===== config.mk =====
export PLATFORM = sky130hd
export DESIGN_NAME = ram_arbiter_flat
export DESIGN_NICKNAME = d
export VERILOG_FILES = /design/src/rtl/ram_arbiter_if.sv /design/src/rtl/ram_arbiter.sv /design/src/flat_wrapper.sv
export SDC_FILE = /design/constraint.sdc
export NUM_CORES = 1
export LEC_CHECK = 0
export ABC_AREA = 0
export CAP_MARGIN = 20
export CORE_ASPECT_RATIO = 0.9
export CORE_MARGIN = 2
export CORE_UTILIZATION = 35
export CTS_BUF_LIST = sky130_fd_sc_hd__clkbuf_16
export CTS_CLUSTER_DIAMETER = 150
export DETAILED_ROUTE_END_ITERATION = 16
export GPL_ROUTABILITY_DRIVEN = 0
export GPL_TIMING_DRIVEN = 0
export PLACE_DENSITY = 0.78
export SLEW_MARGIN = 20
export SYNTH_ARGS = -nofsm -noshare
export SYNTH_HDL_FRONTEND = slang
export SYNTH_SLANG_ARGS = --single-unit

===== constraint.sdc =====
create_clock -name clk_i -period 2.62 [get_ports clk_i]
set_input_delay 0.524 -clock clk_i [delete_from_list [all_inputs] [get_ports clk_i]]
set_output_delay 0.524 -clock clk_i [all_outputs]
set_load 0.02 [all_outputs]

===== src/rtl/ram_arbiter_if.sv =====
// Bus bundle between the main-RAM arbiter, its three requesters and the RAM instance.
// slave = arbiter side, master = requesters/RAM side.
interface ram_arbiter_if #(
    parameter int unsigned ADDR_W = 16
);
    logic              cpu_cs_i;
    logic [ADDR_W-1:0] cpu_addr_i;
    logic              cpu_rwn_i;
    logic [7:0]        cpu_wdata_i;
    logic [7:0]        cpu_rdata_o;
    logic              cpu_rdy_o;

    logic              vid_req_i;
    logic [ADDR_W-1:0] vid_addr_i;
    logic              vid_ack_o;
    logic [7:0]        vid_rdata_o;
    logic              vid_valid_o;

    logic              dma_req_i;
    logic              dma_we_i;
    logic [ADDR_W-1:0] dma_addr_i;
    logic [7:0]        dma_wdata_i;
    logic              dma_ack_o;
    logic [7:0]        dma_rdata_o;
    logic              dma_valid_o;

    logic              ram_cs_o;
    logic              ram_rwn_o;
    logic [ADDR_W-1:0] ram_addr_o;
    logic [7:0]        ram_wdata_o;
    logic [7:0]        ram_rdata_i;

    modport slave (
        input  cpu_cs_i, cpu_addr_i, cpu_rwn_i, cpu_wdata_i,
        output cpu_rdata_o, cpu_rdy_o,
        input  vid_req_i, vid_addr_i,
        output vid_ack_o, vid_rdata_o, vid_valid_o,
        input  dma_req_i, dma_we_i, dma_addr_i, dma_wdata_i,
        output dma_ack_o, dma_rdata_o, dma_valid_o,
        output ram_cs_o, ram_rwn_o, ram_addr_o, ram_wdata_o,
        input  ram_rdata_i
    );

    modport master (
        output cpu_cs_i, cpu_addr_i, cpu_rwn_i, cpu_wdata_i,
        input  cpu_rdata_o, cpu_rdy_o,
        output vid_req_i, vid_addr_i,
        input  vid_ack_o, vid_rdata_o, vid_valid_o,
        output dma_req_i, dma_we_i, dma_addr_i, dma_wdata_i,
        input  dma_ack_o, dma_rdata_o, dma_valid_o,
        input  ram_cs_o, ram_rwn_o, ram_addr_o, ram_wdata_o,
        output ram_rdata_i
    );
endinterface


===== src/rtl/ram_arbiter.sv =====
// Single-port main RAM arbiter for CPU, video character fetch and SD DMA.
// One grant per clock; wait counters promote video/DMA above the CPU when starved.
module ram_arbiter #(
    parameter int unsigned ADDR_W       = 16,
    parameter int unsigned VID_MAX_WAIT = 4,
    parameter int unsigned DMA_MAX_WAIT = 16,
    parameter int unsigned CNT_W        = 5
) (
    input logic          clk_i,
    input logic          rst_i,
    ram_arbiter_if.slave bus
);
    typedef enum logic [1:0] {OwnNone, OwnCpu, OwnVid, OwnDma} owner_e;

    owner_e           owner_q, owner_d;
    logic             owner_rd_q, owner_rd_d;
    logic [CNT_W-1:0] vid_wait_q, vid_wait_d;
    logic [CNT_W-1:0] dma_wait_q, dma_wait_d;
    logic [7:0]       cpu_hold_q, vid_rdata_q, dma_rdata_q;
    logic             vid_valid_q, dma_valid_q;
    logic             vid_urgent, dma_urgent;

    assign vid_urgent = bus.vid_req_i && (vid_wait_q >= CNT_W'(VID_MAX_WAIT));
    assign dma_urgent = bus.dma_req_i && (dma_wait_q >= CNT_W'(DMA_MAX_WAIT));

    always_comb begin
        owner_d = OwnNone;
        if (!rst_i) begin
            if (vid_urgent)             owner_d = OwnVid;
            else if (dma_urgent)        owner_d = OwnDma;
            else if (bus.cpu_cs_i)      owner_d = OwnCpu;
            else if (bus.vid_req_i)     owner_d = OwnVid;
            else if (bus.dma_req_i)     owner_d = OwnDma;
        end
    end

    always_comb begin
        bus.ram_cs_o    = 1'b0;
        bus.ram_rwn_o   = 1'b1;
        bus.ram_addr_o  = '0;
        bus.ram_wdata_o = 8'h00;
        owner_rd_d      = 1'b0;
        case (owner_d)
            OwnCpu: begin
                bus.ram_cs_o    = 1'b1;
                bus.ram_rwn_o   = bus.cpu_rwn_i;
                bus.ram_addr_o  = bus.cpu_addr_i;
                bus.ram_wdata_o = bus.cpu_wdata_i;
                owner_rd_d      = bus.cpu_rwn_i;
            end
            OwnVid: begin
                bus.ram_cs_o   = 1'b1;
                bus.ram_addr_o = bus.vid_addr_i;
                owner_rd_d     = 1'b1;
            end
            OwnDma: begin
                bus.ram_cs_o    = 1'b1;
                bus.ram_rwn_o   = ~bus.dma_we_i;
                bus.ram_addr_o  = bus.dma_addr_i;
                bus.ram_wdata_o = bus.dma_wdata_i;
                owner_rd_d      = ~bus.dma_we_i;
            end
            default: ;
        endcase
    end

    // Counters saturate rather than wrap so a starved requester stays urgent.
    always_comb begin
        vid_wait_d = '0;
        dma_wait_d = '0;
        if (bus.vid_req_i && owner_d != OwnVid) begin
            vid_wait_d = (vid_wait_q == '1) ? vid_wait_q : vid_wait_q + CNT_W'(1);
        end
        if (bus.dma_req_i && owner_d != OwnDma) begin
            dma_wait_d = (dma_wait_q == '1) ? dma_wait_q : dma_wait_q + CNT_W'(1);
        end
    end

    assign bus.vid_ack_o   = (owner_d == OwnVid);
    assign bus.dma_ack_o   = (owner_d == OwnDma);
    assign bus.cpu_rdy_o   = rst_i | ~(bus.cpu_cs_i & (owner_d != OwnCpu));
    assign bus.vid_valid_o = vid_valid_q & ~rst_i;
    assign bus.dma_valid_o = dma_valid_q & ~rst_i;
    assign bus.vid_rdata_o = vid_rdata_q;
    assign bus.dma_rdata_o = dma_rdata_q;
    assign bus.cpu_rdata_o = (owner_q == OwnCpu && owner_rd_q) ? bus.ram_rdata_i : cpu_hold_q;

    always_ff @(posedge clk_i) begin
        if (rst_i) begin
            owner_q     <= OwnNone;
            owner_rd_q  <= 1'b0;
            vid_wait_q  <= '0;
            dma_wait_q  <= '0;
            cpu_hold_q  <= 8'h00;
            vid_rdata_q <= 8'h00;
            dma_rdata_q <= 8'h00;
            vid_valid_q <= 1'b0;
            dma_valid_q <= 1'b0;
        end else begin
            owner_q     <= owner_d;
            owner_rd_q  <= owner_rd_d;
            vid_wait_q  <= vid_wait_d;
            dma_wait_q  <= dma_wait_d;
            vid_valid_q <= (owner_q == OwnVid);
            dma_valid_q <= (owner_q == OwnDma) && owner_rd_q;
            if (owner_q == OwnVid) begin
                vid_rdata_q <= bus.ram_rdata_i;
            end
            if (owner_q == OwnDma && owner_rd_q) begin
                dma_rdata_q <= bus.ram_rdata_i;
            end
            if (owner_q == OwnCpu && owner_rd_q) begin
                cpu_hold_q <= bus.ram_rdata_i;
            end
        end
    end
endmodule

===== src/flat_wrapper.sv =====
// flat-port wrapper written by rule: the top's interface ports become plain ports
module ram_arbiter_flat 
#(
    parameter int unsigned ADDR_W       = 16,
    parameter int unsigned VID_MAX_WAIT = 4,
    parameter int unsigned DMA_MAX_WAIT = 16,
    parameter int unsigned CNT_W        = 5
)
  (clk_i, rst_i, bus_cpu_cs_i, bus_cpu_addr_i, bus_cpu_rwn_i, bus_cpu_wdata_i, bus_cpu_rdata_o, bus_cpu_rdy_o, bus_vid_req_i, bus_vid_addr_i, bus_vid_ack_o, bus_vid_rdata_o, bus_vid_valid_o, bus_dma_req_i, bus_dma_we_i, bus_dma_addr_i, bus_dma_wdata_i, bus_dma_ack_o, bus_dma_rdata_o, bus_dma_valid_o, bus_ram_cs_o, bus_ram_rwn_o, bus_ram_addr_o, bus_ram_wdata_o, bus_ram_rdata_i);
  ram_arbiter_if #(.ADDR_W(ADDR_W)) bus_i ();
  input logic clk_i;
  input logic rst_i;
  input wire logic [$bits(bus_i.cpu_cs_i)-1:0] bus_cpu_cs_i;
  input wire logic [$bits(bus_i.cpu_addr_i)-1:0] bus_cpu_addr_i;
  input wire logic [$bits(bus_i.cpu_rwn_i)-1:0] bus_cpu_rwn_i;
  input wire logic [$bits(bus_i.cpu_wdata_i)-1:0] bus_cpu_wdata_i;
  output wire logic [$bits(bus_i.cpu_rdata_o)-1:0] bus_cpu_rdata_o;
  output wire logic [$bits(bus_i.cpu_rdy_o)-1:0] bus_cpu_rdy_o;
  input wire logic [$bits(bus_i.vid_req_i)-1:0] bus_vid_req_i;
  input wire logic [$bits(bus_i.vid_addr_i)-1:0] bus_vid_addr_i;
  output wire logic [$bits(bus_i.vid_ack_o)-1:0] bus_vid_ack_o;
  output wire logic [$bits(bus_i.vid_rdata_o)-1:0] bus_vid_rdata_o;
  output wire logic [$bits(bus_i.vid_valid_o)-1:0] bus_vid_valid_o;
  input wire logic [$bits(bus_i.dma_req_i)-1:0] bus_dma_req_i;
  input wire logic [$bits(bus_i.dma_we_i)-1:0] bus_dma_we_i;
  input wire logic [$bits(bus_i.dma_addr_i)-1:0] bus_dma_addr_i;
  input wire logic [$bits(bus_i.dma_wdata_i)-1:0] bus_dma_wdata_i;
  output wire logic [$bits(bus_i.dma_ack_o)-1:0] bus_dma_ack_o;
  output wire logic [$bits(bus_i.dma_rdata_o)-1:0] bus_dma_rdata_o;
  output wire logic [$bits(bus_i.dma_valid_o)-1:0] bus_dma_valid_o;
  output wire logic [$bits(bus_i.ram_cs_o)-1:0] bus_ram_cs_o;
  output wire logic [$bits(bus_i.ram_rwn_o)-1:0] bus_ram_rwn_o;
  output wire logic [$bits(bus_i.ram_addr_o)-1:0] bus_ram_addr_o;
  output wire logic [$bits(bus_i.ram_wdata_o)-1:0] bus_ram_wdata_o;
  input wire logic [$bits(bus_i.ram_rdata_i)-1:0] bus_ram_rdata_i;
  assign bus_i.cpu_cs_i = bus_cpu_cs_i;
  assign bus_i.cpu_addr_i = bus_cpu_addr_i;
  assign bus_i.cpu_rwn_i = bus_cpu_rwn_i;
  assign bus_i.cpu_wdata_i = bus_cpu_wdata_i;
  assign bus_cpu_rdata_o = bus_i.cpu_rdata_o;
  assign bus_cpu_rdy_o = bus_i.cpu_rdy_o;
  assign bus_i.vid_req_i = bus_vid_req_i;
  assign bus_i.vid_addr_i = bus_vid_addr_i;
  assign bus_vid_ack_o = bus_i.vid_ack_o;
  assign bus_vid_rdata_o = bus_i.vid_rdata_o;
  assign bus_vid_valid_o = bus_i.vid_valid_o;
  assign bus_i.dma_req_i = bus_dma_req_i;
  assign bus_i.dma_we_i = bus_dma_we_i;
  assign bus_i.dma_addr_i = bus_dma_addr_i;
  assign bus_i.dma_wdata_i = bus_dma_wdata_i;
  assign bus_dma_ack_o = bus_i.dma_ack_o;
  assign bus_dma_rdata_o = bus_i.dma_rdata_o;
  assign bus_dma_valid_o = bus_i.dma_valid_o;
  assign bus_ram_cs_o = bus_i.ram_cs_o;
  assign bus_ram_rwn_o = bus_i.ram_rwn_o;
  assign bus_ram_addr_o = bus_i.ram_addr_o;
  assign bus_ram_wdata_o = bus_i.ram_wdata_o;
  assign bus_i.ram_rdata_i = bus_ram_rdata_i;
  ram_arbiter #(.ADDR_W(ADDR_W), .VID_MAX_WAIT(VID_MAX_WAIT), .DMA_MAX_WAIT(DMA_MAX_WAIT), .CNT_W(CNT_W)) u_core (.clk_i(clk_i), .rst_i(rst_i), .bus(bus_i));
endmodule

==> summary.txt <==
GRT
  • GRT Util Overall: 19.2%
  • Antenna violations before repair: 0
  • Maximum number of pins on one net before global-route repair: 13
  • Global-route wire length before repair: 10,100 µm
  • Grt ovf: 0
  • Number of global-route vias before repair: ~2,100

Power and ir drop
  • Int Power: 1.17 mW
  • Sw Pwr: 414 µW
  • Worst ir drop on vdd: 348 µV
  • Logic gate share of total power: 24.0%
  • Net Sw Frac: 26.0%
  • Clock network power share: between 30% and 40%
  • Portion of total power attributed to sequential cells: 39.3%
  • Leakage power: ~1.5 nW
  • Areal power density over the cells: 448 mW/mm²

Critical path
  • CP Class: reg -> out
  • Chain of cells forming the critical path: or3_4 > o21ba_4 > buf_6 > clkdlybuf4s50_1
  • Required time at the worst-slack endpoint: approximately 2.1 ns
  • Largest stage delay on the critical path: about 0.54 ns
  • Arr. time, crit path: 1.99 ns
  • Cell at the slowest stage of the critical path: sky130_fd_sc_hd__clkdlybuf4s50_1
  • Crit path launch type: register
  • Critical path endpoint category: output pin
  • Maximum fanout encountered on the critical timing path: 10

Timing
  • Final period util: 95.9%
  • Worst clock skew: 0.00296 ns
  • Shortest clock period the worst path allows after layout: 2.51 ns
  • Count of final hold-check violations: 0
  • Number of setup violations in the final report: 0
  • Upper clock frequency limit: 398 MHz
  • RSZ-0062 raised after global routing: no
  • Max-slew violation total from the final report: 0

Detailed routing
  • Iteration-0 DRC Markers: 50
  • Number of DRC violations after detailed routing: 0
  • Antenna violation net count after detailed routing: 0
  • Vias: approximately 2,200
  • First-pass DRT Iterations: 4
  • Detail-routed via count per cell: 4.90
  • Mean routed wirelength per cell: 14.0 µm
  • Total wirelength of the detailed-routed design: 6210 µm

Clock tree
  • Clock H-tree levels: 2
  • Longest Clk Path Bufs: 2
  • Clock-pin transition on the worst setup and hold timing paths: approximately 0.06 ns
  • Clock sinks: 39
  • Root cell of the clock tree: sky130_fd_sc_hd__clkbuf_16
  • TritonCTS clock tree: done
  • Skew-Pair Late Insertion Delay: roughly 0.28 ns
  • TritonCTS Buffers: 5

Synthesis
  • Sequential share of the synthesized area: a little under two fifths
  • Post-synthesis instance area: 0.00205 mm²
  • List of most frequent post-synthesis cells: 39 x sky130_fd_sc_hd__dfxtp_1, 34 x sky130_fd_sc_hd__nand2_1, 23 x sky130_fd_sc_hd__a22o_1, 20 x sky130_fd_sc_hd__a21oi_1, 16 x sky130_fd_sc_hd__a21o_1
  • Number of enable flip-flop cells after synthesis: 0
  • Syn Area/Cell: about 8.9 µm²
  • Total of flip-flops plus latches after synthesis: 39
  • Share of synthesized registers carrying an async set or reset: 0%
  • Cell variety after synth: 36
  • Most used flip-flop cell after synthesis: sky130_fd_sc_hd__dfxtp_1
  • Cell with the most instances after synthesis: sky130_fd_sc_hd__dfxtp_1
  • Synth Instances: 230
  • Yosys top cell by area: sky130_fd_sc_hd__dfxtp_1
  • Largest cells by area after synthesis: sky130_fd_sc_hd__dfxtp_1 38%, sky130_fd_sc_hd__a22o_1 9.8%, sky130_fd_sc_hd__nand2_1 6.2%
  • Fraction of post-synthesis cell area in the top cell type by area: 38.1%
  • Number of nets produced by synthesis: 314
  • YS warnings: 0

Place
  • Buffers on Ports: 131
  • HPWL after DPL: between 4000 and 5000 µm
  • Cells after DPL: 431
  • Placed standard-cell area: 0.00345 mm²

Finish
  • Final instance area: 0.00354 mm²
  • Number of inserted diodes: 0
  • Fraction of layout instances using a drive strength above 1: 15.3%
  • Layout Area Growth over Synthesis: 72.7%
  • Number of nets in the final layout: 455
  • Non-filler cells in the finished layout: 442

Floorplan
  • Die width: 84.7 µm
  • Starting utilization of the core area: 36.2%
  • Placeable core area: approximately 0.0057 mm²
  • Floorplan die height: 76.6 µm
  • Core Rows: 26
  • Ports placed on the boundary: 134
  • Die area: 0.00649 mm²

Job
  • Number of max-capacitance violations reported: 0

Run status
  • Run status: finished clean

Worst hold path
  • Tightest Hold Check Type: reg -> reg
==> final timing paths <==
check / start / depth (start not counted) / endpoint / slack [ns]
setup / recovery: u_core.vid_wait_q[4] / 4 / bus_vid_ack_o / 0.11
setup reg to reg: u_core.dma_wait_q[0] / 6 / u_core.dma_wait_q[3] / 1.11
hold / removal: u_core.bus.vid_rdata_o[2] / 2 / u_core.bus.vid_rdata_o[2] / 0.46
hold reg to reg: u_core.bus.vid_rdata_o[2] / 2 / u_core.bus.vid_rdata_o[2] / 0.46
==> metrics by stage <==
| step | setup TNS (ns) | setup WS, ns | total power [mW] | util, % | hold slack, ns |
|---|---|---|---|---|---|
| floorplan | 0 | 0.395 | 0.808 | - | 0.472 |
| global placement | -15.16 | -0.657 | 1.03 | 60.9 | 0.442 |
| detailed placement | -15.16 | -0.665 | 1.04 | 60.9 | 0.449 |
| CTS | 0 | 0.00597 | 1.60 | 63.0 | 0.457 |
| global route | 0 | 0.000744 | 1.66 | 62.6 | 0.472 |
| finish | 0 | 0.108 | 1.59 | 62.6 | 0.456 |
==> repair_timing <==
item	CTS	global route
gates resized for setup	36	40
pin swaps	1	1
buffers inserted	1	2
endpoints found under the setup margin	27	29
hold buffers	0	0
==> area by class of cell <==
cell class,count,area [µm²]
Fill cell,514,2120
Timing Repair Buffer,134,1240
Multi-Input combinational cell,173,1170
Sequential cell,39,783
Clock buffer,5,125
Buffer,15,104
Tap cell,70,87.6
Clock inverter,3,16.3
Inverter,3,11.3
==> sequential cells by signal, summed over array words and instances (netlist names) <==
signal and flops:
u_core.vid_valid_q 1, u_core.dma_wait_q 5, u_core.vid_wait_q 5, u_core.dma_valid_q 1, u_core.cpu_hold_q 8, u_core.owner_rd_q 1
u_core.owner_q 2, u_core.bus.vid_rdata_o 8, u_core.bus.dma_rdata_o 8
==> logic make-up after synthesis <==
kind of cell | count (synthesis) | synth area share [%]
AND/OR/NAND/NOR | 82 | 20.2
AO/OA/AOI/OAI | 68 | 24.4
flip-flops | 39 | 38.1
buffers and inverters | 18 | 5.61
multiplexers | 12 | 6.35
adder cells (fa/ha/maj) | 5 | 3.05
XOR/XNOR | 5 | 2.14
other | 1 | 0.183
==> layer usage <==
layer / vias up / global-route usage (%) / wire length (µm)
met3: 7 / 5.63 / 467
li1: 1090 / - / -
met4: 0 / 5.40 / 66
met1: 984 / 22.4 / 2590
met2: 87 / 33.8 / 3090
met5: - / 0 / 0
==> power by group through the flow <==
stage               sequential [mW]  clock, mW  combinational (mW)
global placement              0.636          0               0.398
global route                  0.626      0.623               0.409
CTS                           0.624      0.593               0.386
finish                        0.624      0.583               0.381
floorplan                     0.645          0               0.163
detailed placement            0.637          0               0.403
==> cells in the final DEF (no fill, tap or decap), drive strengths merged, types with 2 or more instances in the layout <==
master / n
buf: 14
nor2b: 15
dfxtp: 39
xnor2: 2
nand3b: 3
nand3: 3
clkdlybuf4s50: 103
a22o: 24
nand2: 35
mux2: 8
mux2i: 4
o21a: 2
dlygate4sd2: 5
and3: 4
nand2b: 2
a21oi: 20
inv: 4
ha: 5
nor2: 11
nor3: 6
a21o: 16
xor2: 3
o21ai: 3
clkbuf: 26
clkdlybuf4s15: 6
==> critical path: cells and delay by family (launching register included) <==
kind / cells / cell delay [ns]
buffers and inverters: 2 / 0.68
and+or+nand+nor: 1 / 0.43
DFF: 1 / 0.36
AOI/OAI and AO/OA: 1 / 0.24
Note: power is estimated with default switching activity, not from simulation.
